`config.mk`:
```
export PLATFORM = sky130hd
export DESIGN_NAME = io_uart_txq
export DESIGN_NICKNAME = d
export VERILOG_FILES = /design/src/rtl/io_uart_txq.sv
export SDC_FILE = /design/constraint.sdc
export NUM_CORES = 1
export LEC_CHECK = 0
export CAP_MARGIN = 0
export CORE_ASPECT_RATIO = 0.9
export CORE_MARGIN = 1.5
export CORE_UTILIZATION = 55
export DETAILED_ROUTE_END_ITERATION = 8
export HOLD_SLACK_MARGIN = 0.03
export PLACE_DENSITY_LB_ADDON = 0.3
export SLEW_MARGIN = 20
export SYNTH_ARGS = -nofsm -noshare
export SYNTH_HDL_FRONTEND = slang
export SYNTH_SLANG_ARGS = --single-unit
```
`constraint.sdc`:
```
create_clock -name clk -period 4 [get_ports clk]
set_clock_uncertainty 0.05 [all_clocks]
set_input_delay 0.4 -clock clk [delete_from_list [all_inputs] [get_ports clk]]
set_output_delay 0.4 -clock clk [all_outputs]
set_load 0.01 [all_outputs]
```
`src/rtl/io_uart_txq.sv`:
```
// Dual-slot UART transmit queue: two byte write ports feed a circular buffer drained by one emitter.
// Optional build macro UART_TXQ_CRLF_EN expands a queued 0x0A into the pair 0x0D, 0x0A on output.
module io_uart_txq #(
  parameter int unsigned DEPTH_LOG2 = 4
) (
  input  logic                  clk,
  input  logic                  resetn,
  input  logic                  a_wr,
  input  logic [7:0]            a_data,
  input  logic                  b_wr,
  input  logic [7:0]            b_data,
  output logic                  full,
  output logic [DEPTH_LOG2:0]   level,
  output logic                  overflow,
  output logic [7:0]            tx_data,
  output logic                  tx_valid,
  input  logic                  tx_ready
);

  localparam int unsigned DEPTH = 1 << DEPTH_LOG2;

  typedef logic [DEPTH_LOG2-1:0] ptr_t;
  typedef logic [DEPTH_LOG2:0]   lvl_t;

  localparam lvl_t DEPTH_L = lvl_t'(DEPTH);

  logic [7:0] r_mem [DEPTH];
  ptr_t       r_wptr;
  ptr_t       r_rptr;
  lvl_t       r_level;
  logic       r_overflow;

  lvl_t       w_free;
  logic       w_a_ok;
  logic       w_b_ok;
  logic       w_drop;
  logic [1:0] w_push_cnt;
  ptr_t       w_b_slot;
  logic [7:0] w_head;
  logic       w_hs;
  logic       w_pop;

  // Capacity uses the pre-pop occupancy, so a same-cycle pop never makes room for a push.
  always_comb begin
    w_free     = DEPTH_L - r_level;
    w_a_ok     = a_wr && (w_free != '0);
    w_b_ok     = b_wr && (w_a_ok ? (w_free >= lvl_t'(2)) : (w_free != '0));
    w_drop     = (a_wr && !w_a_ok) || (b_wr && !w_b_ok);
    w_push_cnt = {1'b0, w_a_ok} + {1'b0, w_b_ok};
    w_b_slot   = w_a_ok ? (r_wptr + ptr_t'(1)) : r_wptr;
  end

  always_ff @(posedge clk) begin
    if (w_a_ok) begin
      r_mem[r_wptr] <= a_data;
    end
    if (w_b_ok) begin
      r_mem[w_b_slot] <= b_data;
    end
  end

  always_comb begin
    w_head   = r_mem[r_rptr];
    tx_valid = (r_level != '0);
    w_hs     = tx_valid && tx_ready;
  end

`ifdef UART_TXQ_CRLF_EN
  localparam logic [0:0] ST_IDLE    = 1'b0;
  localparam logic [0:0] ST_CR_SENT = 1'b1;

  logic [0:0] r_crlf_state;
  logic       w_ins_cr;

  // A line feed at the head is first presented as a carriage return without leaving the queue.
  always_comb begin
    w_ins_cr = (r_crlf_state == ST_IDLE) && (w_head == 8'h0A);
    w_pop    = w_hs && !w_ins_cr;
    tx_data  = w_ins_cr ? 8'h0D : w_head;
  end

  always_ff @(posedge clk or negedge resetn) begin
    if (!resetn) begin
      r_crlf_state <= ST_IDLE;
    end else if (w_hs) begin
      r_crlf_state <= w_ins_cr ? ST_CR_SENT : ST_IDLE;
    end
  end
`else
  always_comb begin
    w_pop   = w_hs;
    tx_data = w_head;
  end
`endif

  always_ff @(posedge clk or negedge resetn) begin
    if (!resetn) begin
      r_wptr     <= '0;
      r_rptr     <= '0;
      r_level    <= '0;
      r_overflow <= 1'b0;
    end else begin
      r_wptr     <= r_wptr + ptr_t'(w_push_cnt);
      if (w_pop) begin
        r_rptr <= r_rptr + ptr_t'(1);
      end
      r_level    <= r_level + lvl_t'(w_push_cnt) - lvl_t'(w_pop);
      r_overflow <= r_overflow | w_drop;
    end
  end

  always_comb begin
    full     = (w_free < lvl_t'(2));
    level    = r_level;
    overflow = r_overflow;
  end

endmodule
```
-- Word level (Yosys, flattened, before mapping)
Memory sizes are Yosys's and may differ from the RTL's.
Cells that the tools add are included.
W data, S select, Z words.
- flip-flop bits (word level): 14
- bits in latches: 0
- bits in writable memories: 128
- memory bits (read-only): 0
- bits of input ports: 21
- output and inout bits: 16
- word-level logic and storage cells: 31
- memories: 1
- add/subtract/negate cells: 7
- $mul: 0
- div/mod/pow operators: 0
- magnitude comparators: 2
- equality and inequality tests: 0
- shift operators: 0
- mux-type cells: 6
- bitwise logic cells: 1
- reduce and logical (&&, ||, !) cells: 10
- memory list (memory ; words ; bits a word ; rd ports ; clocked after memory_dff ; write ports ; RTL line ; RTL):
    r_mem ; 16 ; 8 ; 1 ; 0 ; 2 ; 27 ; logic [7:0] r_mem [DEPTH];
- operators by type and width (cell ; number):
    $reduce_bool A5 Y1 ; 2
    $add A4 B1 Y4 const B ; 2
    $add A5 B2 Y5 ; 1
    $ge A5 B2 Y1 const B ; 1
    $logic_and A1 B1 Y1 ; 5
    $lt A5 B2 Y1 const B ; 1
    $mux W1 ; 5
    $sub A5 B1 Y5 ; 1
    $sub A5 B5 Y5 const A ; 1
    $add A4 B2 Y4 ; 1
    $mux W4 ; 1
    $add A1 B1 Y2 ; 1
    $logic_not A1 Y1 ; 2
    $logic_or A1 B1 Y1 ; 1
    $or A1 B1 Y1 ; 1

-- Longest topological paths before layout
- depth in word-level cells: 9
- depth in mapped cells: 19
- gate-level depth less buffers: 17

-- Least setup slack after synthesis
No wires, ideal clock.
- path kind: register -> register
- start: register r_level[0], in the netlist level[0]
- end: register r_level[4], in the netlist level[4]
- library setup time: 0.123 ns
- data arrival time: 3.764 ns
- data required time: 3.827 ns
- setup slack: 0.064 ns
- stages on the path, launching flop included: 18
- buffers on the path: 0
- clock period less this slack: 3.936 ns
- cell sequence: dfrtp_1 -> inv_1 -> ha_1 -> and2_1 -> ha_1 -> nor4bb_1 -> o211ai_4 -> and3_1 -> ha_1 -> inv_1 -> ha_1 -> inv_1 -> ha_1 -> fa_1 -> a21oi_1 -> nor2_1 -> nor2_1 -> xnor2_1
- word-level cells in the longest chain between the ends: 8
- elaborated cells between the ends (all ways): 11
- those cells by class: add/sub: 4; order compare: 1; mux: 1; reduce/logical: 5
- RTL lines (what ; RTL line ; RTL):
    from (decl) ; 30 ; lvl_t r_level;
    from (signal assigned) ; 107 ; r_level <= r_level + lvl_t'(w_push_cnt) - lvl_t'(w_pop);
    branches (longest 7 deep; another with $sub A5 B5 Y5) ; n/a ;
    $sub A5 B1 Y5 (*) ; 107 ;
Mark *: on every way between the ends.
A chain may end at the register's enable or synchronous reset.

-- Worst setup path after layout
- start: register r_level[2], in the netlist level[2]
- end: register r_level[4], in the netlist level[4]
The elaborated chain is that of the path after synthesis.

==> impl_metrics.ini <==
[run_status]
status = finished, final reports clean

[cts]
clock-sinks = 142
clk_pin_slew_ns = 0.06
clock_latency_ns = 0.42
hold_buffers = 0
cts_tree = yes
cts_inserted_buffers = 17
cts_max_level = 4
cts-root-buf = clkbuf_16
cts.path.max_buffers = 2

[floorplan]
ios = 37
die_h_um = 117
core.rowCount = 41
die_w_um = 130
die-area_um2 = 15200
start_util_pct = 56.6
core-area_um2 = 14100

[sta]
relSlewSlack_pct = 47.2
fin_tns_setup_ns = 0
setup_violations = 0
setup_ws_ns = 0.354
rsz0062_at_grt = false
tightest_slew_ns = 0.792
final-hold-violation-count = 0
holdWs_ns = 0.345
fin_crit_sh_pct = 91.1
max_freq_mhz = 274
layout_min_cycle_time_ns = 3.65
slew_viol_final = 0

[global_routing]
antenna_found_initial = 0
gr-total-overflow = 0
track_usage_pct = 26.3
grt_max_degree = 24
grt_pass1_wl_um = 27900
grt_pass1_vias = 4744

[power]
ir_worst_vdd_mv = 0.402
leakage_nw = 3.14
power_density_nw_per_um2 = 712

[critical_path]
ff2ff_path_depth = 17
cp-startpoint = level[2]$_DFF_PN0_
crit_type = reg2reg
reg2reg_from = level[2]$_DFF_PN0_
slowest_delay_ns = 0.41
cp_top_family = adder cells
cp_num_buf_inv = 3
timing.critical_path.to = level[4]$_DFF_PN0_
r2r-end = level[4]$_DFF_PN0_
crit_path_max_fanout = 5
start_kind = register
crit_path_frequent_cell = ha_1
cp-end-kind = register
path_depth = 17
r2r_slack_ns = 0.35
cp_slowest_cell = fa_1
cp.arrival_ns = 3.94
cp_cell_sequence = inv_1 > ha_1 > and2_1 > ha_1 > nor4bb_4 > o211ai_4 > and3_1 > ha_1 > inv_1 > ha_1 > inv_1 > ha_1 > fa_1 > a21oi_1 > nor2_1 > nor2_1 > xnor2_1
crit_required_ns = 4.30

[yosys]
synth-edff-count = 128
avgSynthCellArea_um2 = 16.0
synth_top_area_cell = edfxtp_1
synth_area_um2 = 7950
synth_nets = 538
yosysWarnings = 0
synth.area.top_cells = edfxtp_1 48%, mux2_2 18%, mux4_2 11%
synth_cell_type_count = 46
yosysSeqAreaShare_pct = 52.8
synth-async-reset-ratio_pct = 9.86
synth_seq_cells = 142
synth-main-ff-cell = edfxtp_1
synth_top_area_share_pct = 48.3
syn_inst = 497

[drt]
drc = 0
wl_met2_um = 9240
drt_iter0_drc = 461
vias = 4661
wire_per_inst_um = 25.1
highest_layer = met4
drt_first_pass_iters = 5
met3_length_um = 1380
wirelength_um = 18400
drtAntennaViolNets = 0
vias_per_cell = 6.34
wl_met1_um = 7270

[finish]
fin_cells = 735
layout-drive-gt1-share_pct = 42.8
nets = 570
fill_cells = 1003
n_antenna_cell = 0
fin_area_um2 = 9070
area_growth_pct = 14.1

[placed_design]
dp_slack_ns = 0.0906
placedCellCount = 703
post-dp-hpwl_um = 12100
gp_congestion = 0.863
placed_cell_area_um2 = 8510
port_buffers = 36

[min_path]
hold_class = in2async

[run]
maxCapViolations = 0
power breakdown:
group	switching, W	internal, W	leakage, nW
registers	0.000218	0.00202	1.32
logic	0.00139	0.00135	1.55
clock network	0.000621	0.000855	0.267
total	0.00223	0.00423	3.14
worst reg2reg max path, cell delays in order (launching register included):
cell	delay [ns]
dfrtp_1	0.35
inv_1	0.09
ha_1	0.20
and2_1	0.13
ha_1	0.35
nor4bb_4	0.26
o211ai_4	0.19
and3_1	0.24
ha_1	0.30
inv_1	0.05
ha_1	0.26
inv_1	0.04
ha_1	0.20
fa_1	0.41
a21oi_1	0.16
nor2_1	0.05
nor2_1	0.11
xnor2_1	0.13
timing repair:
action | CTS | global route
buffers inserted | 0 | 0
endpoints found under the setup margin | 0 | 1
gates resized for setup | 0 | 2
area by class of cell:
| cell class | instances | area (um^2) | area share [%] |
|---|---|---|---|
| Multi-Input combinational cell | 302 | 3550 | 39.2 |
| Tap cell | 193 | 241 | 2.66 |
| Clock buffer | 19 | 433 | 4.77 |
| Clock inverter | 13 | 113 | 1.24 |
| Timing Repair Buffer | 49 | 470 | 5.19 |
| Sequential cell | 142 | 4200 | 46.3 |
| Inverter | 17 | 63.8 | 0.704 |
metrics by stage:
| stage | utilization (%) | power, W |
|---|---|---|
| 2_1_floorplan | - | 0.00408 |
| 3_3_place_gp | 60.5 | 0.00491 |
| 3_5_place_dp | 60.5 | 0.00499 |
| 4_1_cts | 64.4 | 0.00648 |
| 5_1_grt | 64.5 | 0.00679 |
| 6_report | 64.5 | 0.00646 |
layer usage:
layer,GRT usage [%],vias up
li1,-,2032
met1,33.3,2370
met2,43.2,218
met3,6.91,41
met4,11.5,0
met5,0,-
kinds of logic (layout without fill, tap and decap cells):
kind of cell | after synthesis | count (layout) | share of synthesized area (%)
simple gates | 46 | 46 | 3.93
mux | 169 | 169 | 29.6
compound gates | 56 | 56 | 6.42
fa+ha+maj | 20 | 20 | 3.34
xor+xnor | 11 | 11 | 1.21
flops | 142 | 142 | 52.8
buf+inv | 53 | 98 | 2.74
state kept, by name, summed over array words and instances, names as in the netlist:
signal    count
level         5
overflow      1
r_mem       128
r_rptr        4
r_wptr        4
synthesized netlist by cell type, types with 2 or more instances:
cell,n
fa_1,2
clkbuf_1,26
a21oi_2,8
o21ai_1,4
a21oi_1,3
buf_1,2
and3_1,4
inv_1,17
nand2b_1,3
xnor2_1,6
a22o_1,3
ha_1,18
buf_2,6
xor2_1,5
edfxtp_1,128
nor2_1,8
mux2_2,125
nor2b_1,3
dfrtp_1,14
a21o_1,19
nand3_1,4
nor4_1,2
mux4_2,40
mux2_1,4
a21oi_4,8
nor3_1,2
nand2_1,8
nand4_4,4
and2_1,2
o21ai_0,3
worst min path at each step:
| stage | start | to | slack (ns) | cells past startpoint |
|---|---|---|---|---|
| 2_1_floorplan | resetn | level[0]$_DFF_PN0_ | 0.05 | 0 |
| 3_5_place_dp | overflow$_DFF_PN0_ | overflow$_DFF_PN0_ | 0.43 | 1 |
| 6_report | resetn | r_wptr[0]$_DFF_PN0_ | 0.35 | 1 |
| 4_1_cts | resetn | r_wptr[0]$_DFF_PN0_ | 0.37 | 1 |
| 5_1_grt | resetn | r_wptr[0]$_DFF_PN0_ | 0.38 | 1 |
| 3_3_place_gp | overflow$_DFF_PN0_ | overflow$_DFF_PN0_ | 0.43 | 1 |
placed cells by master, fill, tap and decap left out, types with 12 or more instances in the layout:
master	instances
mux2_2	125
inv_1	17
buf_4	12
edfxtp_1	128
clkdlybuf4s50_1	36
ha_1	18
mux4_2	40
dfrtp_1	13
clkbuf_16	17
a21o_1	19
(Power assumes the default switching activity.)
